**src/rtl/cordic_nco_if.sv**
```systemverilog
// cordic_nco_if: control and sample bus of the CORDIC NCO
// master drives ce, load, ampl, step, phase_ofs; slave returns out_valid, sin_wave, cos_wave
interface cordic_nco_if #(
    parameter int DATA_WIDTH  = 12,
    parameter int ANGLE_WIDTH = 16
);
    logic                          ce;
    logic                          load;
    logic        [DATA_WIDTH-1:0]  ampl;
    logic        [ANGLE_WIDTH-1:0] step;
    logic        [ANGLE_WIDTH-1:0] phase_ofs;
    logic                          out_valid;
    logic signed [DATA_WIDTH-1:0]  sin_wave;
    logic signed [DATA_WIDTH-1:0]  cos_wave;

    modport master (
        output ce, load, ampl, step, phase_ofs,
        input  out_valid, sin_wave, cos_wave
    );

    modport slave (
        input  ce, load, ampl, step, phase_ofs,
        output out_valid, sin_wave, cos_wave
    );
endinterface

```
**src/rtl/cordic_nco.sv**
```systemverilog
// cordic_nco: phase accumulator driving a fully unrolled rotation-mode CORDIC, amplitude-scaled quadrature out
// Ports: clk rising edge; reset async active-low; bus (cordic_nco_if.slave):
//   in  ce (global enable), load (acc clear + valid flush), ampl, step, phase_ofs
//   out out_valid, sin_wave = ampl*sin(phase), cos_wave = ampl*cos(phase)
// Option: CORDIC_NCO_DITHER_EN adds LFSR dither to the phase ahead of the quadrant fold.
module cordic_nco #(
    parameter int DATA_WIDTH  = 12,
    parameter int ANGLE_WIDTH = 16,
    parameter int STAGES      = 12
) (
    input logic         clk,
    input logic         reset,
    cordic_nco_if.slave bus
);
    localparam int W = DATA_WIDTH + 2;
    localparam int N = STAGES + 3;
    localparam logic        [DATA_WIDTH-1:0] AMAX = DATA_WIDTH'(2 ** (DATA_WIDTH - 1) - 1);
    localparam logic signed [W-1:0]          SMAX = W'(2 ** (DATA_WIDTH - 1) - 1);
    localparam logic signed [W-1:0]          SMIN = -SMAX;

    // atan(2^-i) in phase units: integer arctan series in Q32 radians, then scaled by 2^32/(2*pi)
    function automatic logic [STAGES*ANGLE_WIDTH-1:0] atan_tab();
        logic [STAGES*ANGLE_WIDTH-1:0] tab;
        logic [63:0] a, t;
        tab = '0;
        tab[ANGLE_WIDTH-1:0] = ANGLE_WIDTH'(1) << (ANGLE_WIDTH - 3);
        for (int i = 1; i < STAGES; i++) begin
            a = '0;
            for (int k = 0; k < 16; k++)
                if (i * (2 * k + 1) < 32) begin
                    t = (64'd1 << (32 - i * (2 * k + 1))) / 64'(2 * k + 1);
                    a = k[0] ? a - t : a + t;
                end
            a = a * 64'd683565276;
            t = (a + (64'd1 << (63 - ANGLE_WIDTH))) >> (64 - ANGLE_WIDTH);
            tab[i*ANGLE_WIDTH +: ANGLE_WIDTH] = t[ANGLE_WIDTH-1:0];
        end
        return tab;
    endfunction

    localparam logic [STAGES*ANGLE_WIDTH-1:0] ATAN = atan_tab();

    // datapath carries one fractional bit; drop it with round-half-up, then clamp symmetrically
    function automatic logic [DATA_WIDTH-1:0] round_sat(input logic signed [W-1:0] v);
        logic signed [W-1:0] r;
        r = (v + W'(1)) >>> 1;
        r = r > SMAX ? SMAX : r < SMIN ? SMIN : r;
        return r[DATA_WIDTH-1:0];
    endfunction

    logic        [ANGLE_WIDTH-1:0] acc, phase, dith;
    logic        [N-1:0]           vsr;
    logic        [DATA_WIDTH+15:0] prod;
    logic signed [W-1:0]           x0;
    logic signed [W-1:0]           x [0:STAGES];
    logic signed [W-1:0]           y [0:STAGES];
    logic        [ANGLE_WIDTH-1:0] z [0:STAGES];
    logic        [DATA_WIDTH-1:0]  sin_r, cos_r;

`ifdef CORDIC_NCO_DITHER_EN
    logic [15:0] lfsr;

    always_ff @(posedge clk or negedge reset)
        if (!reset)
            lfsr <= 16'hACE1;
        else if (bus.ce)
            lfsr <= {lfsr[14:0], lfsr[15] ^ lfsr[13] ^ lfsr[12] ^ lfsr[10]};

    assign dith = ANGLE_WIDTH'(lfsr[ANGLE_WIDTH/4-1:0]);
`else
    assign dith = '0;
`endif

    // 39797/2^16 ~ 1/K; shifting by 15 instead of 16 keeps the extra fractional bit
    always_comb begin
        prod = (bus.ampl > AMAX ? AMAX : bus.ampl) * 16'd39797;
        x0   = W'(prod >> 15);
    end

    always_ff @(posedge clk or negedge reset)
        if (!reset) begin
            acc   <= '0;
            phase <= '0;
            vsr   <= '0;
            sin_r <= '0;
            cos_r <= '0;
            for (int s = 0; s <= STAGES; s++) begin
                x[s] <= '0;
                y[s] <= '0;
                z[s] <= '0;
            end
        end else if (bus.ce) begin
            acc   <= bus.load ? '0 : acc + bus.step;
            phase <= acc + bus.phase_ofs + dith;
            vsr   <= bus.load ? '0 : {vsr[N-2:0], 1'b1};
            x[0]  <= phase[ANGLE_WIDTH-2] ? '0 : phase[ANGLE_WIDTH-1] ? -x0 : x0;
            y[0]  <= phase[ANGLE_WIDTH-2] ? (phase[ANGLE_WIDTH-1] ? -x0 : x0) : '0;
            z[0]  <= {2'b00, phase[ANGLE_WIDTH-3:0]};
            for (int s = 0; s < STAGES; s++) begin
                x[s+1] <= z[s][ANGLE_WIDTH-1] ? x[s] + (y[s] >>> s) : x[s] - (y[s] >>> s);
                y[s+1] <= z[s][ANGLE_WIDTH-1] ? y[s] - (x[s] >>> s) : y[s] + (x[s] >>> s);
                z[s+1] <= z[s][ANGLE_WIDTH-1] ? z[s] + ATAN[s*ANGLE_WIDTH +: ANGLE_WIDTH]
                                              : z[s] - ATAN[s*ANGLE_WIDTH +: ANGLE_WIDTH];
            end
            cos_r <= round_sat(x[STAGES]);
            sin_r <= round_sat(y[STAGES]);
        end

    assign bus.out_valid = vsr[N-1];
    assign bus.sin_wave  = sin_r;
    assign bus.cos_wave  = cos_r;
endmodule

```
**src/flat_wrapper.sv**
```systemverilog
// flat-port wrapper written by rule: the top's interface ports become plain ports
module cordic_nco_flat 
#(
    parameter int DATA_WIDTH  = 12,
    parameter int ANGLE_WIDTH = 16,
    parameter int STAGES      = 12
)
  (clk, reset, bus_ce, bus_load, bus_ampl, bus_step, bus_phase_ofs, bus_out_valid, bus_sin_wave, bus_cos_wave);
  cordic_nco_if #(.DATA_WIDTH(DATA_WIDTH), .ANGLE_WIDTH(ANGLE_WIDTH)) bus_i ();
  input logic clk;
  input logic reset;
  input wire logic [$bits(bus_i.ce)-1:0] bus_ce;
  input wire logic [$bits(bus_i.load)-1:0] bus_load;
  input wire logic [$bits(bus_i.ampl)-1:0] bus_ampl;
  input wire logic [$bits(bus_i.step)-1:0] bus_step;
  input wire logic [$bits(bus_i.phase_ofs)-1:0] bus_phase_ofs;
  output wire logic [$bits(bus_i.out_valid)-1:0] bus_out_valid;
  output wire logic [$bits(bus_i.sin_wave)-1:0] bus_sin_wave;
  output wire logic [$bits(bus_i.cos_wave)-1:0] bus_cos_wave;
  assign bus_i.ce = bus_ce;
  assign bus_i.load = bus_load;
  assign bus_i.ampl = bus_ampl;
  assign bus_i.step = bus_step;
  assign bus_i.phase_ofs = bus_phase_ofs;
  assign bus_out_valid = bus_i.out_valid;
  assign bus_sin_wave = bus_i.sin_wave;
  assign bus_cos_wave = bus_i.cos_wave;
  cordic_nco #(.DATA_WIDTH(DATA_WIDTH), .ANGLE_WIDTH(ANGLE_WIDTH), .STAGES(STAGES)) u_core (.clk(clk), .reset(reset), .bus(bus_i));
endmodule
```
**config.mk**
```make
export PLATFORM = sky130hd
export DESIGN_NAME = cordic_nco_flat
export DESIGN_NICKNAME = d
export VERILOG_FILES = /design/src/rtl/cordic_nco_if.sv /design/src/rtl/cordic_nco.sv /design/src/flat_wrapper.sv
export SDC_FILE = /design/constraint.sdc
export NUM_CORES = 2
export LEC_CHECK = 0
export CAP_MARGIN = 20
export CORE_MARGIN = 5
export CORE_UTILIZATION = 35
export DETAILED_ROUTE_END_ITERATION = 8
export SYNTH_ARGS = -nofsm -noshare
export SYNTH_HDL_FRONTEND = slang
export SYNTH_SLANG_ARGS = --single-unit
```
**constraint.sdc**
```tcl
create_clock -name clk -period 5.4 [get_ports clk]
set_clock_uncertainty 0.2 [all_clocks]
set_input_delay 1.62 -clock clk [delete_from_list [all_inputs] [get_ports clk]]
set_output_delay 1.62 -clock clk [all_outputs]
set_load 0.02 [all_outputs]
```
==> impl_metrics.py <==
metrics = {
    "critical_path": {
        "crit_required_ps": 5720,
        "crit_chain": "buf_8 > or2_4 > fa_1 > inv_1 > fa_2 > fa_1 > fa_1 > inv_2 > fa_1 > inv_2 > ha_4 > a211o_1 > a21oi_4 > or2b_4 > a31oi_4 > o311ai_4 > a31oi_2 > or3_4 > a2111oi_4 > buf_4 > a21boi_4 > o2bb2ai_1",
        "crit_arrival_ps": 7020,
        "max_stage_delay_ps": 510,
        "crit_buf_inv": 5,
        "crit_slowest_cell": "fa_1",
        "cp_common_cell": "fa_1",
        "crit_family": "adder cells",
        "path_max_fanout": 6,
        "worstSetupStartpointType": "primary input",
        "crit_type": "in -> reg",
        "cp-end-kind": "flop",
    },
    "global_routing": {
        "grt_pass1_vias": 38250,
        "grt_max_degree": 180,
        "grt_overflow": 0,
        "grt_usage": 0.1520,
        "antenna_found_initial": 1,
        "grt_first_pass_wirelength_mm": 190.7,
    },
    "floorplanning": {
        "dieArea_sq_mm": 0.1489,
        "coreArea_sq_mm": 0.1409,
        "start_util": 0.3509,
        "die_w_microns": 385.8,
        "fp.dieH_microns": 385.8,
        "ios": 73,
        "num_rows": 138,
    },
    "sta": {
        "holdWs_ps": 250.1,
        "slew_headroom": 0.3719,
        "setup_viol": 28,
        "period_share": 1.240,
        "rsz0062_at_grt": "yes",
        "finalHoldViolations": 0,
        "tightest_slew_ps": 942.2,
        "maxSlewViolCount": 0,
        "max_freq_mhz": 149.4,
        "worst_slack_ps": -1294,
        "min_period_ps": 6694,
        "tns_ps": -27250,
    },
    "hold_path": {
        "min_path_type": "reg -> reg",
    },
    "logic_synthesis": {
        "avgSynthCellArea_sq_um": 9.319,
        "ys_seq_area_frac": 0.3063,
        "yosys.area.top_type_share": 0.3063,
        "synthCells": 5305,
        "synthTopCellsByArea": "dfrtp_1 31%, ha_1 15%, mux2_2 6.7%",
        "yosys_register_bits": 605,
        "yosys.area.top_type": "dfrtp_1",
        "synth_edf_count": 0,
        "yosysUniqueCellTypes": 82,
        "synth_area_sq_mm": 0.04943,
        "async_flop_share": 1.000,
        "synth_warnings": 0,
        "synthFlopType": "dfrtp_1",
    },
    "job": {
        "maxCapViolations": 0,
    },
    "final_layout": {
        "drive_above_1_share": 0.1316,
        "num_antenna_cells": 0,
        "final_util": 0.4003,
        "syn_to_final_growth_pct": 14.09,
        "nNetsFinal": 6198,
    },
    "outcome": {
        "status": "finished with violations",
        "violations": "setup timing",
    },
    "routing": {
        "avgRoutedWirePerCell_microns": 15.28,
        "drt_iter0_drc": 1692,
        "vias_per_cell": 5.108,
        "vias": 37820,
        "ant_nets": 0,
        "wl_mm": 113.1,
        "dr.pass1.iters": 5,
        "drcViolationCount": 0,
    },
    "clock_tree": {
        "cts_buffers": 74,
        "cts_tree": "built",
        "cts_root_buffer": "clkbuf_16",
        "cts.sinks": 605,
        "clk_latency_ps": 640,
        "clock_path_buffers": 3,
        "htreeDepth": 3,
        "clk_pin_slew_worst_paths_ps": 50,
        "hold_buffers": 0,
    },
    "placed_design": {
        "dpl_worst_slack_ps": -2689,
        "place_hpwl_mm": 85.87,
        "io_buffers": 72,
        "globalplace.congestion": 0.8339,
    },
}
[what timing repair did]
| item | CTS | global route |
|---|---|---|
| setup endpoints to repair | 28 | 28 |
| setup buffers | 13 | 6 |
| pin swaps | 91 | 37 |
| gates resized for setup | 99 | 44 |
| cloned | 0 | 0 |
[flip-flops by register name, summed over array words and instances (netlist names)]
register	flops
u_core.z	171
u_core.vsr	15
u_core.bus.sin_wave	12
u_core.x	181
u_core.bus.cos_wave	12
u_core.y	182
u_core.acc	16
u_core.phase	16
[cells by family after synthesis]
family                   after synthesis  share of synthesized area
multiplexers                         358                    0.07995
adder cells (fa/ha/maj)              691                     0.1902
flip-flops                           605                     0.3063
AND/OR/NAND/NOR                     1205                     0.1139
buffers and inverters                659                    0.05006
other                                  1                 0.00007586
XOR/XNOR                             493                    0.08762
AO/OA/AOI/OAI                       1293                     0.1719
[layer usage]
metal	track usage	up-vias	wire length (microns)
met5	0	-	0
met1	0.1913	18120	51730
met4	0.04414	0	2794
met3	0.01669	158	2978
met2	0.2739	415	55620
li1	-	19130	-
[per-stage QoR]
stage / cell area, sq um / cells
floorplan: 49490 / 5309
global route: 56400 / 7405
CTS: 56140 / 7400
finish: 56400 / 7405
global placement: 53200 / 7256
detailed placement: 53200 / 7256
[path summary, 6_finish.rpt]
kind,start,depth (start not counted),slack [ps],endpoint
max,bus_ampl[11],22,-1290,u_core.x[181]
min,u_core.z[205],1,250,u_core.z[190]
max reg2reg,u_core.z[127],12,1000,u_core.z[111]
min reg2reg,u_core.z[205],1,250,u_core.z[190]
max in group asynchronous,reset,2,3000,u_core.x[13]
min in group asynchronous,reset,1,810,u_core.bus.cos_wave[7]
[synth_stat cells (52+ instances only)]
master,n
mux2i_1,63
o21ai_0,219
clkbuf_1,143
dfrtp_1,605
o31ai_1,64
nand2_1,301
fa_1,101
xnor2_1,373
ha_1,590
nand3_1,100
o21bai_1,89
a21o_1,91
nor3_1,139
mux2_2,295
a21boi_0,52
inv_1,499
nor2_1,375
o211ai_1,73
a21oi_1,371
xor2_1,119
[cell type report]
type / count / area, sq um
Tap cell: 1890 / 2365
Clock buffer: 106 / 2113
Fill cell: 13960 / 84490
Inverter: 501 / 1891
Clock inverter: 26 / 330.3
Timing Repair Buffer: 232 / 2135
Sequential cell: 605 / 15140
Multi-Input combinational cell: 4045 / 32430
[cell usage in the layout, fill, tap and decap left out, types with 18 or more instances in the layout]
cell type        count
or3_1               39
a21boi_0            52
or2_2               37
clkdlybuf4s50_1     61
o21a_1              35
xnor2_1            367
ha_1               568
a31oi_1             46
xor2_1             117
o41ai_1             36
nor2b_1             31
clkbuf_1            19
o21bai_1            88
nand2_1            298
a211oi_1            47
nand2b_1            29
buf_4              133
fa_1                96
ha_4                20
o21ai_0            216
o2bb2ai_1           45
nor3_1             136
clkbuf_16           75
o211ai_1            73
a21oi_1            364
mux2i_1             63
nand3_1             97
o22ai_1             18
inv_1              483
mux2_2             295
nor4_1              33
nor2_1             367
dfrtp_1            605
nand3b_1            21
a21o_1              91
and3_1              35
o31ai_1             64
Power is left out: the tool's default activity adds up to more than one toggle a clock period on the data nets, which glitch-free logic cannot reach.
